===== config.mk =====
export PLATFORM = sky130hd
export DESIGN_NAME = afe_a2d
export DESIGN_NICKNAME = d
export VERILOG_FILES = /design/src/rtl/afe_a2d.sv
export SDC_FILE = /design/constraint.sdc
export NUM_CORES = 1
export LEC_CHECK = 0
export ABC_AREA = 1
export CAP_MARGIN = 15
export CORE_MARGIN = 4
export CORE_UTILIZATION = 55
export CTS_CLUSTER_DIAMETER = 40
export DETAILED_ROUTE_END_ITERATION = 10
export PLACE_DENSITY_LB_ADDON = 0.2
export SYNTH_ARGS = -nofsm -noshare
export SYNTH_HDL_FRONTEND = slang
export SYNTH_SLANG_ARGS = --single-unit
export TNS_END_PERCENT = 1

===== constraint.sdc =====
create_clock -name clk -period 8.35 [get_ports clk]
set_input_delay 1.2525 -clock clk [delete_from_list [all_inputs] [get_ports clk]]
set_output_delay 1.2525 -clock clk [all_outputs]
set_load 0.02 [all_outputs]

===== src/rtl/afe_a2d.sv =====
// Behavioural AFE + A2D: four SPI-programmed digital pots (three channel
// gains, one trigger level), three scaled triangle channels and two comparators.

module afe_a2d_spi_rx (
   input  logic        clk,
   input  logic        rst_n,
   input  logic        sclk_i,
   input  logic        mosi_i,
   input  logic        ss_n_i,
   output logic [15:0] frame_o,
   output logic        frame_ok_o
);
   logic [2:0]  sclk_q;
   logic [2:0]  ss_q;
   logic [1:0]  mosi_q;
   logic [15:0] shift_q, shift_d;
   logic [15:0] cmd_rcvd, cmd_d;
   logic [4:0]  cnt_q, cnt_d;
   logic        sclk_rise, ss_rise, ss_fall;

   assign sclk_rise = sclk_q[1] & ~sclk_q[2];
   assign ss_rise   = ss_q[1] & ~ss_q[2];
   assign ss_fall   = ~ss_q[1] & ss_q[2];

   // Only an exact 16-bit frame is accepted; longer or shorter is dropped.
   assign frame_ok_o = ss_rise && (cnt_q == 5'd16);
   assign frame_o    = shift_q;

   always_comb begin
      shift_d = shift_q;
      cnt_d   = cnt_q;
      cmd_d   = cmd_rcvd;
      if (ss_fall) begin
         cnt_d = 5'd0;
      end else if (sclk_rise && !ss_q[1]) begin
         shift_d = {shift_q[14:0], mosi_q[1]};
         if (cnt_q != 5'd31)
            cnt_d = cnt_q + 5'd1;
      end
      if (frame_ok_o)
         cmd_d = shift_q;
   end

   always_ff @(posedge clk or negedge rst_n) begin
      if (!rst_n) begin
         sclk_q   <= 3'b111;
         ss_q     <= 3'b111;
         mosi_q   <= 2'b00;
         shift_q  <= 16'h0000;
         cnt_q    <= 5'd0;
         cmd_rcvd <= 16'h0000;
      end else begin
         sclk_q   <= {sclk_q[1:0], sclk_i};
         ss_q     <= {ss_q[1:0], ss_n_i};
         mosi_q   <= {mosi_q[0], mosi_i};
         shift_q  <= shift_d;
         cnt_q    <= cnt_d;
         cmd_rcvd <= cmd_d;
      end
   end
endmodule

module afe_a2d_pot #(
   parameter logic [7:0] WIPER_RST = 8'h20
) (
   input  logic       clk,
   input  logic       rst_n,
   input  logic       sclk_i,
   input  logic       mosi_i,
   input  logic       ss_n_i,
   output logic [7:0] wiper_o
);
   logic [15:0] frame;
   logic        frame_ok;
   logic [7:0]  wiper_q, wiper_d;

   afe_a2d_spi_rx iCHX_CFG (
      .clk        (clk),
      .rst_n      (rst_n),
      .sclk_i     (sclk_i),
      .mosi_i     (mosi_i),
      .ss_n_i     (ss_n_i),
      .frame_o    (frame),
      .frame_ok_o (frame_ok)
   );

   always_comb begin
      wiper_d = wiper_q;
      if (frame_ok && frame[15:8] == 8'h13)
         wiper_d = frame[7:0];
   end

   always_ff @(posedge clk or negedge rst_n) begin
      if (!rst_n) wiper_q <= WIPER_RST;
      else        wiper_q <= wiper_d;
   end

   assign wiper_o = wiper_q;
endmodule

module afe_a2d #(
   parameter int unsigned CH1_STEP = 1,
   parameter int unsigned CH2_STEP = 2,
   parameter int unsigned CH3_STEP = 4
) (
   input  logic       clk,
   input  logic       rst_n,
   input  logic       adc_clk,
   input  logic       ch1_ss_n,
   input  logic       ch2_ss_n,
   input  logic       ch3_ss_n,
   input  logic       trig_ss_n,
   input  logic       MOSI,
   input  logic       SCLK,
   output logic [7:0] ch1_data,
   output logic [7:0] ch2_data,
   output logic [7:0] ch3_data,
   output logic       trig1,
   output logic       trig2
);
   localparam logic [7:0] STEP [3] = '{8'(CH1_STEP), 8'(CH2_STEP), 8'(CH3_STEP)};

   logic [7:0] wip [3];
   logic [7:0] lvl;
   logic [2:0] adc_q;
   logic       adc_rise;
   logic [7:0] src_q [3];
   logic [7:0] src_d [3];
   logic [2:0] up_q, up_d;
   logic [7:0] dat_q [3];
   logic [7:0] dat_d [3];
   logic [8:0] sum;
   logic       trig1_q, trig2_q;

   afe_a2d_pot #(.WIPER_RST(8'h20)) POT1 (
      .clk(clk), .rst_n(rst_n), .sclk_i(SCLK), .mosi_i(MOSI),
      .ss_n_i(ch1_ss_n), .wiper_o(wip[0]));
   afe_a2d_pot #(.WIPER_RST(8'h20)) POT2 (
      .clk(clk), .rst_n(rst_n), .sclk_i(SCLK), .mosi_i(MOSI),
      .ss_n_i(ch2_ss_n), .wiper_o(wip[1]));
   afe_a2d_pot #(.WIPER_RST(8'h20)) POT3 (
      .clk(clk), .rst_n(rst_n), .sclk_i(SCLK), .mosi_i(MOSI),
      .ss_n_i(ch3_ss_n), .wiper_o(wip[2]));
   afe_a2d_pot #(.WIPER_RST(8'h80)) POTT (
      .clk(clk), .rst_n(rst_n), .sclk_i(SCLK), .mosi_i(MOSI),
      .ss_n_i(trig_ss_n), .wiper_o(lvl));

   assign adc_rise = adc_q[1] & ~adc_q[2];

   // Wiper 0x20 is unity: (d * w) >>> 5, clamped back into offset binary.
   function automatic logic [7:0] scale(input logic [7:0] s, input logic [7:0] w);
      logic signed [8:0]  d;
      logic signed [17:0] p;
      d = $signed({1'b0, s}) - 9'sd128;
      p = (d * $signed({1'b0, w})) >>> 5;
      if (p > 18'sd127)       return 8'hFF;
      else if (p < -18'sd128) return 8'h00;
      else                    return p[7:0] ^ 8'h80;
   endfunction

   always_comb begin
      up_d = up_q;
      sum  = 9'd0;
      for (int i = 0; i < 3; i++) begin
         src_d[i] = src_q[i];
         dat_d[i] = dat_q[i];
         sum      = {1'b0, src_q[i]} + {1'b0, STEP[i]};
         if (adc_rise) begin
            if (up_q[i]) begin
               if (sum >= 9'h0FF) begin
                  src_d[i] = 8'hFF;
                  up_d[i]  = 1'b0;
               end else begin
                  src_d[i] = sum[7:0];
               end
            end else if (src_q[i] <= STEP[i]) begin
               src_d[i] = 8'h00;
               up_d[i]  = 1'b1;
            end else begin
               src_d[i] = src_q[i] - STEP[i];
            end
            dat_d[i] = scale(src_d[i], wip[i]);
         end
      end
   end

   always_ff @(posedge clk or negedge rst_n) begin
      if (!rst_n) begin
         adc_q   <= 3'b000;
         src_q   <= '{default: 8'h80};
         up_q    <= 3'b111;
         dat_q   <= '{default: 8'h80};
         trig1_q <= 1'b0;
         trig2_q <= 1'b0;
      end else begin
         adc_q   <= {adc_q[1:0], adc_clk};
         src_q   <= src_d;
         up_q    <= up_d;
         dat_q   <= dat_d;
         trig1_q <= dat_q[0] > lvl;
         trig2_q <= dat_q[1] > lvl;
      end
   end

   assign ch1_data = dat_q[0];
   assign ch2_data = dat_q[1];
   assign ch3_data = dat_q[2];
   assign trig1    = trig1_q;
   assign trig2    = trig2_q;
endmodule


==> flow_summary.yaml <==
status:
  status: "finished, final reports clean"
logic_synthesis:
  synth_nets: 2408
  ys_async_sr_fraction: 1.00
  synth_edf_count: 0
  synthTopCellsByArea: "dfrtp_1 24%, fa_1 20%, inv_1 10%"
  synthTopCellsByCount: "465 x inv_1, 348 x nand2_1, 230 x nor2_1"
  ys.flop_type: "dfrtp_1"
  synth.most_common_cell: "inv_1"
  synthCells: 2099
  seq_area_frac_synth: 0.279
  synthDistinctLibCells: 49
  yosys.area.top_type: "dfrtp_1"
  avgSynthCellArea_um2: 8.13
  synth_area_um2: 17100
  synth_seq_cells: 189
  synthDominantCellAreaShare: 0.236
  yosys_warnings: 0
setup_path:
  cp-end-kind: "flip-flop"
  critical_path_class: "flip-flop to flip-flop"
  worstPathRequired_ns: 8.66
  cp_slowest_stage_delay_ns: 0.55
  worstPathArrival_ns: 7.44
  cp_slowest_cell: "fa_1"
  timing.critical_path.mode_cell: "inv_1"
  start_kind: "flip-flop"
  critical_path.max_fanout: 8
power_and_ir_drop:
  power_density_nw_per_um2: 155
  ir_drop_mv: 0.145
  p_seq_frac: 0.419
  leakage_nw: 9.05
  combPwrFrac: 0.303
  power.internal_mw: 1.70
  power.switching_mw: 1.14
  clkPwrFrac: 0.278
  switching_share: 0.402
global_routing:
  grt_pass1_vias: 13459
  overflow: 0
  grt_usage: 0.221
  use_met3: 0.0282
  grt_use_met1: 0.311
  antenna_found_initial: 0
  grt.busiest_layer: "met2"
  grt_pass1_wl_um: 62800
  grt_max_degree: 113
  gr-usage-met2: 0.369
sta:
  hold_violations: 0
  tightest_slew_ns: 1.12
  fin_setup_tns_ns: 0
  setup_ws_ns: 1.22
  period_share: 0.854
  final_max_slew_viol_count: 0
  finalSetupViolCount: 0
  fmax_mhz: 140
  relSlewSlack: 0.252
  clock_skew_ns: 0.0153
  finalCriticalPeriod_ns: 7.13
  rsz0062_at_grt: "false"
clocking:
  clk_pin_slew_ns: 0.07
  cts_sinks: 189
  postCtsSetupBuffers: 0
  insertion_delay_ns: 0.45
  cts_tree: "yes"
  cts_max_path_buffers: 2
  cts_buffers: 17
  cts-root-buf: "clkbuf_16"
  ctsHoldBuffers: 0
  cts_resized: 0
  cts_max_level: 4
place:
  dp_hpwl_um: 27700
  port_buffers: 34
  place.gp.congestion: 0.928
  pre_cts_ws_ns: 1.27
detailed_routing:
  remaining_drc_errors: 0
  vias_per_cell: 5.17
  vias: 13046
  dr.pass1.iters: 5
  wl_um: 34900
  avgRoutedWirePerCell_um: 13.9
  dr.first_iter.drc_count: 696
  antenna_left: 0
final_layout:
  nNetsFinal: 2422
  drive_gt1_frac: 0.0611
  area_growth_pct: 7.24
  antennaDiodeCount: 0
  fill_cells: 2676
floorplan:
  io-pin-count: 35
  row_count: 64
  initial_core_util: 0.558
  coreArea_um2: 30600
  die-area_um2: 33900
  die_h_um: 184
  die_width_um: 184
hold_path:
  hp-class: "flip-flop to flip-flop"
flow_run:
  drv_cap: 0
==> registers in the layout (all words and copies together) (netlist names), 3 cells and up <==
register               cells
src_q                     24
POT1.iCHX_CFG.frame_o     16
POT2.iCHX_CFG.frame_o     16
POT3.iCHX_CFG.frame_o     16
POTT.iCHX_CFG.frame_o     16
POT1.wiper_o               8
POT2.wiper_o               8
POT3.wiper_o               8
POTT.wiper_o               8
ch1_data                   8
ch2_data                   8
ch3_data                   8
POT1.iCHX_CFG.cnt_q        5
POT2.iCHX_CFG.cnt_q        5
POT3.iCHX_CFG.cnt_q        5
POTT.iCHX_CFG.cnt_q        5
POT1.iCHX_CFG.ss_q         3
POT2.iCHX_CFG.ss_q         3
POT3.iCHX_CFG.ss_q         3
POTT.iCHX_CFG.ss_q         3
adc_q                      3
up_q                       3
==> stage by stage <==
| step | cell area, µm² | power, mW | hold WS (ns) | instances | util |
|---|---|---|---|---|---|
| after floorplan | 17100 | 1.80 | 0.331 | 2099 | - |
| after global placement | 17700 | 2.03 | 0.332 | 2490 | 0.580 |
| after detailed placement | 17700 | 2.05 | 0.336 | 2490 | 0.580 |
| after CTS | 18300 | 2.85 | 0.351 | 2522 | 0.598 |
| after global routing | 18300 | 3.03 | 0.365 | 2522 | 0.598 |
| final | 18300 | 2.84 | 0.348 | 2522 | 0.598 |
==> logic make-up (layout without fill, tap and decap cells) <==
group,Yosys count,count (layout),synth area share
compound gates,302,302,0.0939
xor+xnor,49,49,0.0260
fa+ha+maj,300,300,0.294
buf+inv,512,539,0.115
flops,189,189,0.279
mux,4,4,0.00264
simple gates,743,743,0.190
==> power groups by stage <==
stage	clock network, mW	registers [mW]	logic (mW)
2_1_floorplan	0	1.15	0.658
3_3_place_gp	0	1.20	0.828
3_5_place_dp	0	1.20	0.845
4_1_cts	0.808	1.19	0.849
5_1_grt	0.846	1.21	0.973
6_report	0.790	1.19	0.859
==> cell usage in the layout, fill, tap and decap left out, types with 3 or more instances in the layout <==
master / n
inv_1: 464
nand2_1: 348
nor2_1: 229
fa_1: 168
dfrtp_1: 161
o21ai_0: 154
ha_1: 132
a21oi_1: 102
nand3_1: 59
xor2_1: 36
clkdlybuf4s50_1: 33
dfstp_2: 28
nor3_1: 21
clkbuf_16: 17
o21ai_1: 16
nand4_1: 15
nor4_1: 15
nand2_2: 14
xnor2_1: 11
nand3_2: 8
nor2_2: 7
inv_2: 7
a21oi_2: 7
or2_2: 5
and2_1: 5
a211oi_1: 4
a31oi_1: 4
mux2_2: 4
inv_6: 4
o211ai_1: 3
nand2_4: 3
o21bai_1: 3
nand3b_1: 3
o21a_1: 3
==> worst paths after layout <==
path	depth (start not counted)	startpoint	endpoint	slack [ns]
hold reg to reg	0	adc_q[0]$_DFF_PN0_	adc_q[1]$_DFF_PN0_	0.35
setup reg to reg	33	src_q[9]$_DFFE_PN0P_	ch2_data[4]$_DFFE_PN0P_	1.22
setup / recovery	33	src_q[9]$_DFFE_PN0P_	ch2_data[4]$_DFFE_PN0P_	1.22
max in group asynchronous	2	rst_n	adc_q[2]$_DFF_PN0_	5.99
hold / removal	0	adc_q[0]$_DFF_PN0_	adc_q[1]$_DFF_PN0_	0.35
min in group asynchronous	1	rst_n	ch2_data[0]$_DFFE_PN0P_	0.91
==> critical path: cells and delay by family, from the launching register on <==
| kind | cells | cell delay [ns] |
|---|---|---|
| buffers and inverters | 6 | 0.62 |
| AND/OR/NAND/NOR | 13 | 1.70 |
| XOR/XNOR | 1 | 0.19 |
| adder cells (fa/ha/maj) | 6 | 2.74 |
| flip-flops | 1 | 0.52 |
| AO/OA/AOI/OAI | 7 | 1.23 |
==> layout make-up <==
type	instances	area (µm²)	share of cell area
Sequential cell	189	4760	0.260
Clock inverter	13	126	0.00691
Tap cell	396	495	0.0271
Clock buffer	19	443	0.0242
Inverter	471	1770	0.0966
Timing Repair Buffer	36	359	0.0196
Multi-Input combinational cell	1398	10300	0.565
==> routing by layer <==
layer / share of wire / vias to the layer above
li1: - / 6478
met1: 0.47 / 6240
met3: 0.036 / 54
met5: 0 / -
met2: 0.47 / 274
met4: 0.018 / 0
(Power assumes the default switching activity.)
